--- src/rtl/pipe_scroller_pkg.sv ---
// Shared geometry, gap and FSM definitions for the pipe obstacle generator.
package pipe_scroller_pkg;

  localparam int unsigned SCREEN_W_DEF = 640;
  localparam int unsigned SCREEN_H_DEF = 480;
  localparam int unsigned PIPE_W_DEF   = 52;
  localparam int unsigned GAP_H_DEF    = 120;
  localparam int unsigned GAP_MIN_DEF  = 60;
  localparam int unsigned GAP_SPAN_DEF = 241;

  typedef enum logic [1:0] {
    ST_IDLE   = 2'd0,
    ST_RUN    = 2'd1,
    ST_FROZEN = 2'd2
  } state_t;

  // 16-bit Galois LFSR, taps 0xB400.
  function automatic logic [15:0] lfsr_step(input logic [15:0] s);
    return (s >> 1) ^ ({16{s[0]}} & 16'hB400);
  endfunction

endpackage

--- src/rtl/pipe_scroller_slot.sv ---
// One pipe obstacle slot: right edge, gap and active flag, with registered edges.
module pipe_slot
  import pipe_scroller_pkg::*;
#(
  parameter int unsigned SCREEN_W = SCREEN_W_DEF,
  parameter int unsigned PIPE_W   = PIPE_W_DEF,
  parameter int unsigned GAP_H    = GAP_H_DEF,
  parameter int unsigned SPEED    = 2
) (
  input  logic       system_clk,
  input  logic       reset,
  input  logic       step,
  input  logic       spawn_req,
  input  logic       park,
  input  logic [9:0] gap_in,
  output logic [9:0] l,
  output logic [9:0] r,
  output logic [9:0] high_b,
  output logic [9:0] low_t,
  output logic       active,
  output logic       wrapped
);

  localparam logic [9:0] R_SPAWN = 10'(SCREEN_W + PIPE_W);
  localparam logic [9:0] L_PARK  = 10'(SCREEN_W);

  logic [9:0] r_nxt, l_nxt, b_nxt, t_nxt;
  logic       act_nxt;

  // Asserted when the next step would carry the slot off the left edge.
  assign wrapped = active && (r <= 10'(SPEED));

  always_comb begin
    r_nxt   = r;
    b_nxt   = high_b;
    t_nxt   = low_t;
    act_nxt = active;
    if (park) begin
      r_nxt   = R_SPAWN;
      b_nxt   = '0;
      t_nxt   = '0;
      act_nxt = 1'b0;
    end else if (spawn_req || (step && wrapped)) begin
      r_nxt   = R_SPAWN;
      b_nxt   = gap_in;
      t_nxt   = gap_in + 10'(GAP_H);
      act_nxt = 1'b1;
    end else if (step && active) begin
      r_nxt = r - 10'(SPEED);
    end
    l_nxt = (r_nxt > 10'(PIPE_W)) ? r_nxt - 10'(PIPE_W) : '0;
  end

  always_ff @(posedge system_clk or negedge reset) begin
    if (!reset) begin
      r      <= R_SPAWN;
      l      <= L_PARK;
      high_b <= '0;
      low_t  <= '0;
      active <= 1'b0;
    end else begin
      r      <= r_nxt;
      l      <= l_nxt;
      high_b <= b_nxt;
      low_t  <= t_nxt;
      active <= act_nxt;
    end
  end

endmodule

--- src/rtl/pipe_scroller.sv ---
// Two scrolling pipe obstacles with pseudo-random gaps, game FSM and B-slot launch.
module pipe_scroller
  import pipe_scroller_pkg::*;
#(
  parameter int unsigned SCREEN_W  = SCREEN_W_DEF,
  parameter int unsigned PIPE_W    = PIPE_W_DEF,
  parameter int unsigned GAP_H     = GAP_H_DEF,
  parameter int unsigned GAP_MIN   = GAP_MIN_DEF,
  parameter int unsigned GAP_SPAN  = GAP_SPAN_DEF,
  parameter int unsigned SPEED     = 2,
  parameter int unsigned SPACING   = 346,
  parameter logic [15:0] LFSR_SEED = 16'hACE1
) (
  input  logic       system_clk,
  input  logic       reset,
  input  logic       game_tick,
  input  logic       start,
  input  logic       hit,
  output logic [9:0] pipe_high_pic_l,
  output logic [9:0] pipe_high_pic_r,
  output logic [9:0] pipe_high_pic_b,
  output logic [9:0] pipe_low_pic_t,
  output logic [9:0] ypipe_high_pic_l,
  output logic [9:0] ypipe_high_pic_r,
  output logic [9:0] ypipe_high_pic_b,
  output logic [9:0] ypipe_low_pic_t,
  output logic       running,
  output logic [1:0] spawn
);

  localparam logic [9:0] LAUNCH_L = 10'(SCREEN_W - SPACING);

  state_t      state, state_nxt;
  logic [15:0] lfsr;
  logic [9:0]  g10, gap_top;
  logic [9:0]  a_step_r, a_step_l;
  logic        a_active, b_active, a_wrapped, b_wrapped;
  logic        a_spawn, b_spawn, park, step, launch;

  // GAP_SPAN >= 128 so one conditional subtract folds 0..255 into range.
  assign g10     = {2'b00, lfsr[7:0]};
  assign gap_top = 10'(GAP_MIN) + ((g10 >= 10'(GAP_SPAN)) ? g10 - 10'(GAP_SPAN) : g10);

  assign a_step_r = pipe_high_pic_r - 10'(SPEED);
  assign a_step_l = (a_step_r > 10'(PIPE_W)) ? a_step_r - 10'(PIPE_W) : '0;
  assign launch   = a_active && !b_active && !a_wrapped && (a_step_l <= LAUNCH_L);

  assign running = (state == ST_RUN);

  always_comb begin
    state_nxt = state;
    a_spawn   = 1'b0;
    b_spawn   = 1'b0;
    park      = 1'b0;
    step      = 1'b0;
    case (state)
      ST_IDLE: begin
        if (start) begin
          state_nxt = ST_RUN;
          a_spawn   = 1'b1;
        end
      end
      ST_RUN: begin
        if (hit) begin
          state_nxt = ST_FROZEN;
        end else if (game_tick) begin
          step    = 1'b1;
          b_spawn = launch;
        end
      end
      ST_FROZEN: begin
        if (start) begin
          state_nxt = ST_IDLE;
          park      = 1'b1;
        end
      end
      default: state_nxt = ST_IDLE;
    endcase
  end

  always_ff @(posedge system_clk or negedge reset) begin
    if (!reset) begin
      state <= ST_IDLE;
      lfsr  <= LFSR_SEED;
      spawn <= '0;
    end else begin
      state <= state_nxt;
      lfsr  <= lfsr_step(lfsr);
      spawn <= {b_spawn | (step & b_wrapped), a_spawn | (step & a_wrapped)};
    end
  end

  pipe_slot #(
    .SCREEN_W(SCREEN_W),
    .PIPE_W  (PIPE_W),
    .GAP_H   (GAP_H),
    .SPEED   (SPEED)
  ) u_slot_a (
    .system_clk(system_clk),
    .reset     (reset),
    .step      (step),
    .spawn_req (a_spawn),
    .park      (park),
    .gap_in    (gap_top),
    .l         (pipe_high_pic_l),
    .r         (pipe_high_pic_r),
    .high_b    (pipe_high_pic_b),
    .low_t     (pipe_low_pic_t),
    .active    (a_active),
    .wrapped   (a_wrapped)
  );

  pipe_slot #(
    .SCREEN_W(SCREEN_W),
    .PIPE_W  (PIPE_W),
    .GAP_H   (GAP_H),
    .SPEED   (SPEED)
  ) u_slot_b (
    .system_clk(system_clk),
    .reset     (reset),
    .step      (step),
    .spawn_req (b_spawn),
    .park      (park),
    .gap_in    (gap_top),
    .l         (ypipe_high_pic_l),
    .r         (ypipe_high_pic_r),
    .high_b    (ypipe_high_pic_b),
    .low_t     (ypipe_low_pic_t),
    .active    (b_active),
    .wrapped   (b_wrapped)
  );

endmodule

--- config.mk ---
export PLATFORM = sky130hd
export DESIGN_NAME = pipe_scroller
export DESIGN_NICKNAME = d
export VERILOG_FILES = /design/src/rtl/pipe_scroller_pkg.sv /design/src/rtl/pipe_scroller_slot.sv /design/src/rtl/pipe_scroller.sv
export SDC_FILE = /design/constraint.sdc
export NUM_CORES = 1
export LEC_CHECK = 0
export BUFFER_PORTS_ARGS = -buffer_cell sky130_fd_sc_hd__buf_2
export CORE_UTILIZATION = 57
export DETAILED_ROUTE_END_ITERATION = 8
export PLACE_DENSITY = 0.89
export SKIP_LAST_GASP = 1
export SLEW_MARGIN = 30
export SYNTH_ARGS = -nofsm -noshare
export SYNTH_HDL_FRONTEND = slang
export SYNTH_SLANG_ARGS = --single-unit
export TNS_END_PERCENT = 10
--- constraint.sdc ---
create_clock -name system_clk -period 6.95 [get_ports system_clk]
set_input_delay 0 -clock system_clk [delete_from_list [all_inputs] [get_ports system_clk]]
set_output_delay 0 -clock system_clk [all_outputs]
set_load 0.03 [all_outputs]
==> results.sh <==
export IMPL_clockBufferDepth=2
export IMPL_die_x_um=98.2
export IMPL_dpl_worst_slack_ns=1.33
export IMPL_grt_first_pass_wirelength_mm=21.0
export IMPL_max_freq_mhz=177
export IMPL_ys_flop_type="dfrtp_1"
export IMPL_first_iter_violations=303
export IMPL_antennaDiodeCount=0
export IMPL_firstDrtPassIters=7
export IMPL_avgSynthCellArea_um2=9.59
export IMPL_r2r_slack_ns=1.29
export IMPL_critPathMaxFanout=25
export IMPL_rsz0062_at_grt="false"
export IMPL_nNetsFinal=639
export IMPL_cp_start_kind="flop"
export IMPL_worstSkewPairLatency_ns=0.37
export IMPL_post_route_drc_count=0
export IMPL_regToRegEndpoint="u_slot_b.l[1]"
export IMPL_async_flop_share_pct=100
export IMPL_ys_seq_elements=96
export IMPL_fin_crit_ns=5.66
export IMPL_clkTransAtPathRegs_ns=0.10
export IMPL_power_density_nw_per_um2=341
export IMPL_pwr_share_clk_pct=19.7
export IMPL_worst_setup_path_type="flop to flop"
export IMPL_gp_congestion=1.04
export IMPL_syn_area_um2=5280
export IMPL_clock_sinks=96
export IMPL_finalClockSkew_ns=0.0146
export IMPL_dp_cells=714
export IMPL_synth_largest_area_cell="dfrtp_1"
export IMPL_maxSlewViolCount=0
export IMPL_grt_overflow=0
export IMPL_worstReg2RegStart="u_slot_a.r[1]"
export IMPL_die_y_um=98.2
export IMPL_p_sw_mw=0.870
export IMPL_port_buffer_count=87
export IMPL_rows=34
export IMPL_drv_cap=0
export IMPL_drtAntennaViolNets=0
export IMPL_slew_headroom_pct=37.4
export IMPL_comb_power_share_pct=43.0
export IMPL_numCtsBuffers=9
export IMPL_grt_max_degree=96
export IMPL_p_seq_share_pct=37.3
export IMPL_routed_via_density=6.16
export IMPL_final_core_util_pct=67.5
export IMPL_cp_end_kind="flop"
export IMPL_ys_warn_count=0
export IMPL_postCtsSetupBuffers=0
export IMPL_worstPathRequired_ns=7.21
export IMPL_drt_total_wl_mm=12.8
export IMPL_synth_seq_area_share_pct=46.1
export IMPL_switching_share_pct=42.7
export IMPL_status="finished, final reports clean"
export IMPL_finalPower_mw=2.04
export IMPL_cts_tree="done"
export IMPL_hpwl_mm=9.03
export IMPL_core_um2=8850
export IMPL_worst_r2r_cell_count=18
export IMPL_synth_edff_count=0
export IMPL_layout_cells_non_filler=735
export IMPL_dieArea_um2=9640
export IMPL_synth_nets=567
export IMPL_hold_viol_final=0
export IMPL_num_vias=4528
export IMPL_drt_wirelength_per_cell_um=17.4
export IMPL_p_int_mw=1.17
export IMPL_n_fill_cell=700
export IMPL_synth_common_cells="74 x dfrtp_1, 63 x nor2_1, 57 x nand2_1, 24 x xnor2_1"
export IMPL_p_leak_nw=2.81
export IMPL_yosysMostFrequentCell="dfrtp_1"
export IMPL_hp_class="input port to async pin"
export IMPL_syn2layout_area_growth_pct=13.2
export IMPL_synthCells=550
export IMPL_cp_arrival_ns=5.92
export IMPL_timing_final_ws_setup_ns=1.29
export IMPL_htreeDepth=3
export IMPL_yosysUniqueCellTypes=77
export IMPL_cts_root_buffer="clkbuf_8"
export IMPL_worst_pin_slew_ns=0.939
export IMPL_boundaryPins=88
export IMPL_setup_tns_ns=0
export IMPL_grt_pass1_vias=4268
export IMPL_fin_crit_sh_pct=81.5
export IMPL_setup_viol=0
export IMPL_drive_gt1_share_pct=23.3
export IMPL_grt_total_usage_pct=27.3
export IMPL_synth_top_area_share_pct=35.1
export IMPL_antenna_found_initial=0
export IMPL_netlist_top_cells_area="dfrtp_1 35%, dfstp_2 11%, nor2_1 4.5%"
export IMPL_start_util_pct=59.6
export IMPL_vdd_drop_max_mv=0.193
## cell usage in the layout (no fill, tap or decap), drive strengths merged, types with 4 or more instances in the layout
master,count
nor4,6
nor3,14
o211a,8
o211ai,7
buf,89
and2,6
a211oi,10
a21oi,22
dfrtp,74
a22oi,4
inv,24
a311oi,4
o21ai,20
or4,5
xor2,16
dlygate4sd3,5
dfstp,22
mux2i,11
nand2,58
nand3,14
o21a,4
nor2,64
nand2b,5
a31oi,5
ha,12
nor2b,6
or3,8
a21o,5
nand4,5
clkbuf,10
xnor2,25
o22ai,4
## layout make-up
type,instances,area (µm²),share of cell area [%]
clock inverters,6,92.6,1.55
well taps,108,135,2.26
clock buffers,10,128,2.14
inverters,24,97.6,1.63
multi-input cells,397,2580,43.2
repair buffers,94,507,8.49
flip-flops and latches,96,2430,40.7
## per-stage QoR
| step | area, µm² | hold slack [ns] |
|---|---|---|
| global placement | 5700 | -0.218 |
| global route | 5970 | 0.373 |
| floorplan | 5280 | -0.296 |
| CTS | 5970 | 0.361 |
| detailed placement | 5700 | -0.214 |
| finish | 5970 | 0.350 |
## critical path: stages (launching register included)
cell      delay [ns]
dfrtp_1         0.56
inv_1           0.15
ha_1            0.40
xnor2_1         0.49
ha_1            0.34
nand2_1         0.10
a211oi_1        0.06
a311o_1         0.35
a211oi_2        0.26
o21a_1          0.47
inv_8           0.16
or3_1           0.47
ha_1            0.27
or4_1           0.48
o32ai_1         0.25
nand2_1         0.15
nand3_1         0.20
nor3_4          0.10
nor3_1          0.28
## flip-flops by register name, indices dropped and copies added (netlist names), 7 cells and up
| signal | flops |
|---|---|
| lfsr | 16 |
| u_slot_a.high_b | 7 |
| u_slot_a.l | 10 |
| u_slot_a.low_t | 10 |
| u_slot_a.r | 10 |
| u_slot_b.high_b | 7 |
| u_slot_b.l | 10 |
| u_slot_b.low_t | 10 |
| u_slot_b.r | 10 |
## worst max-delay path by stage
stage                   from  slack [ns]  cells past startpoint             to
6_report       u_slot_a.r[1]        1.29                     18  u_slot_b.l[1]
5_1_grt        u_slot_a.r[1]        0.77                     18  u_slot_b.l[1]
4_1_cts        u_slot_a.r[1]        1.31                     18  u_slot_b.l[6]
3_5_place_dp   u_slot_a.r[1]        1.33                     18  u_slot_b.l[6]
3_3_place_gp   u_slot_a.r[1]        1.57                     16  u_slot_b.l[6]
2_1_floorplan  u_slot_a.r[2]        1.97                     20  u_slot_b.l[6]
## power by group through the flow
stage	clock network [mW]	registers, mW	logic (mW)
CTS	0.409	0.759	0.869
global route	0.427	0.772	0.946
global placement	0	0.760	0.835
detailed placement	0	0.767	0.861
finish	0.401	0.760	0.876
floorplan	0	0.926	0.468
## cells by family (layout without fill, tap and decap cells)
logic type,after synthesis,count (layout),share of synthesized area (%)
and+or+nand+nor,209,209,19.8
muxes,14,14,2.73
AOI/OAI and AO/OA,121,121,16.7
buffers and inverters,57,134,5.00
adders and majority gates,12,12,2.85
DFF,96,96,46.1
xor gates and xnor gates,41,41,6.95
## timing repair
item,4_1_cts,5_1_grt
endpoints found under the setup margin,0,0
gates resized for setup,0,0
hold buffers,5,0
endpoints found under the hold margin,76,0
## per-layer routing
layer  routed length [µm]  global-route usage (%)  up-vias  part of all wire [%]
met3                  760                    6.08       25                   6.0
li1                     -                       -     2096                     -
met4                  237                    8.50        0                   1.9
met5                    0                       0        -                     0
met1                 5340                    36.6     2243                    42
met2                 6430                    44.5      164                    50
Power figures use the tool's default switching activity.
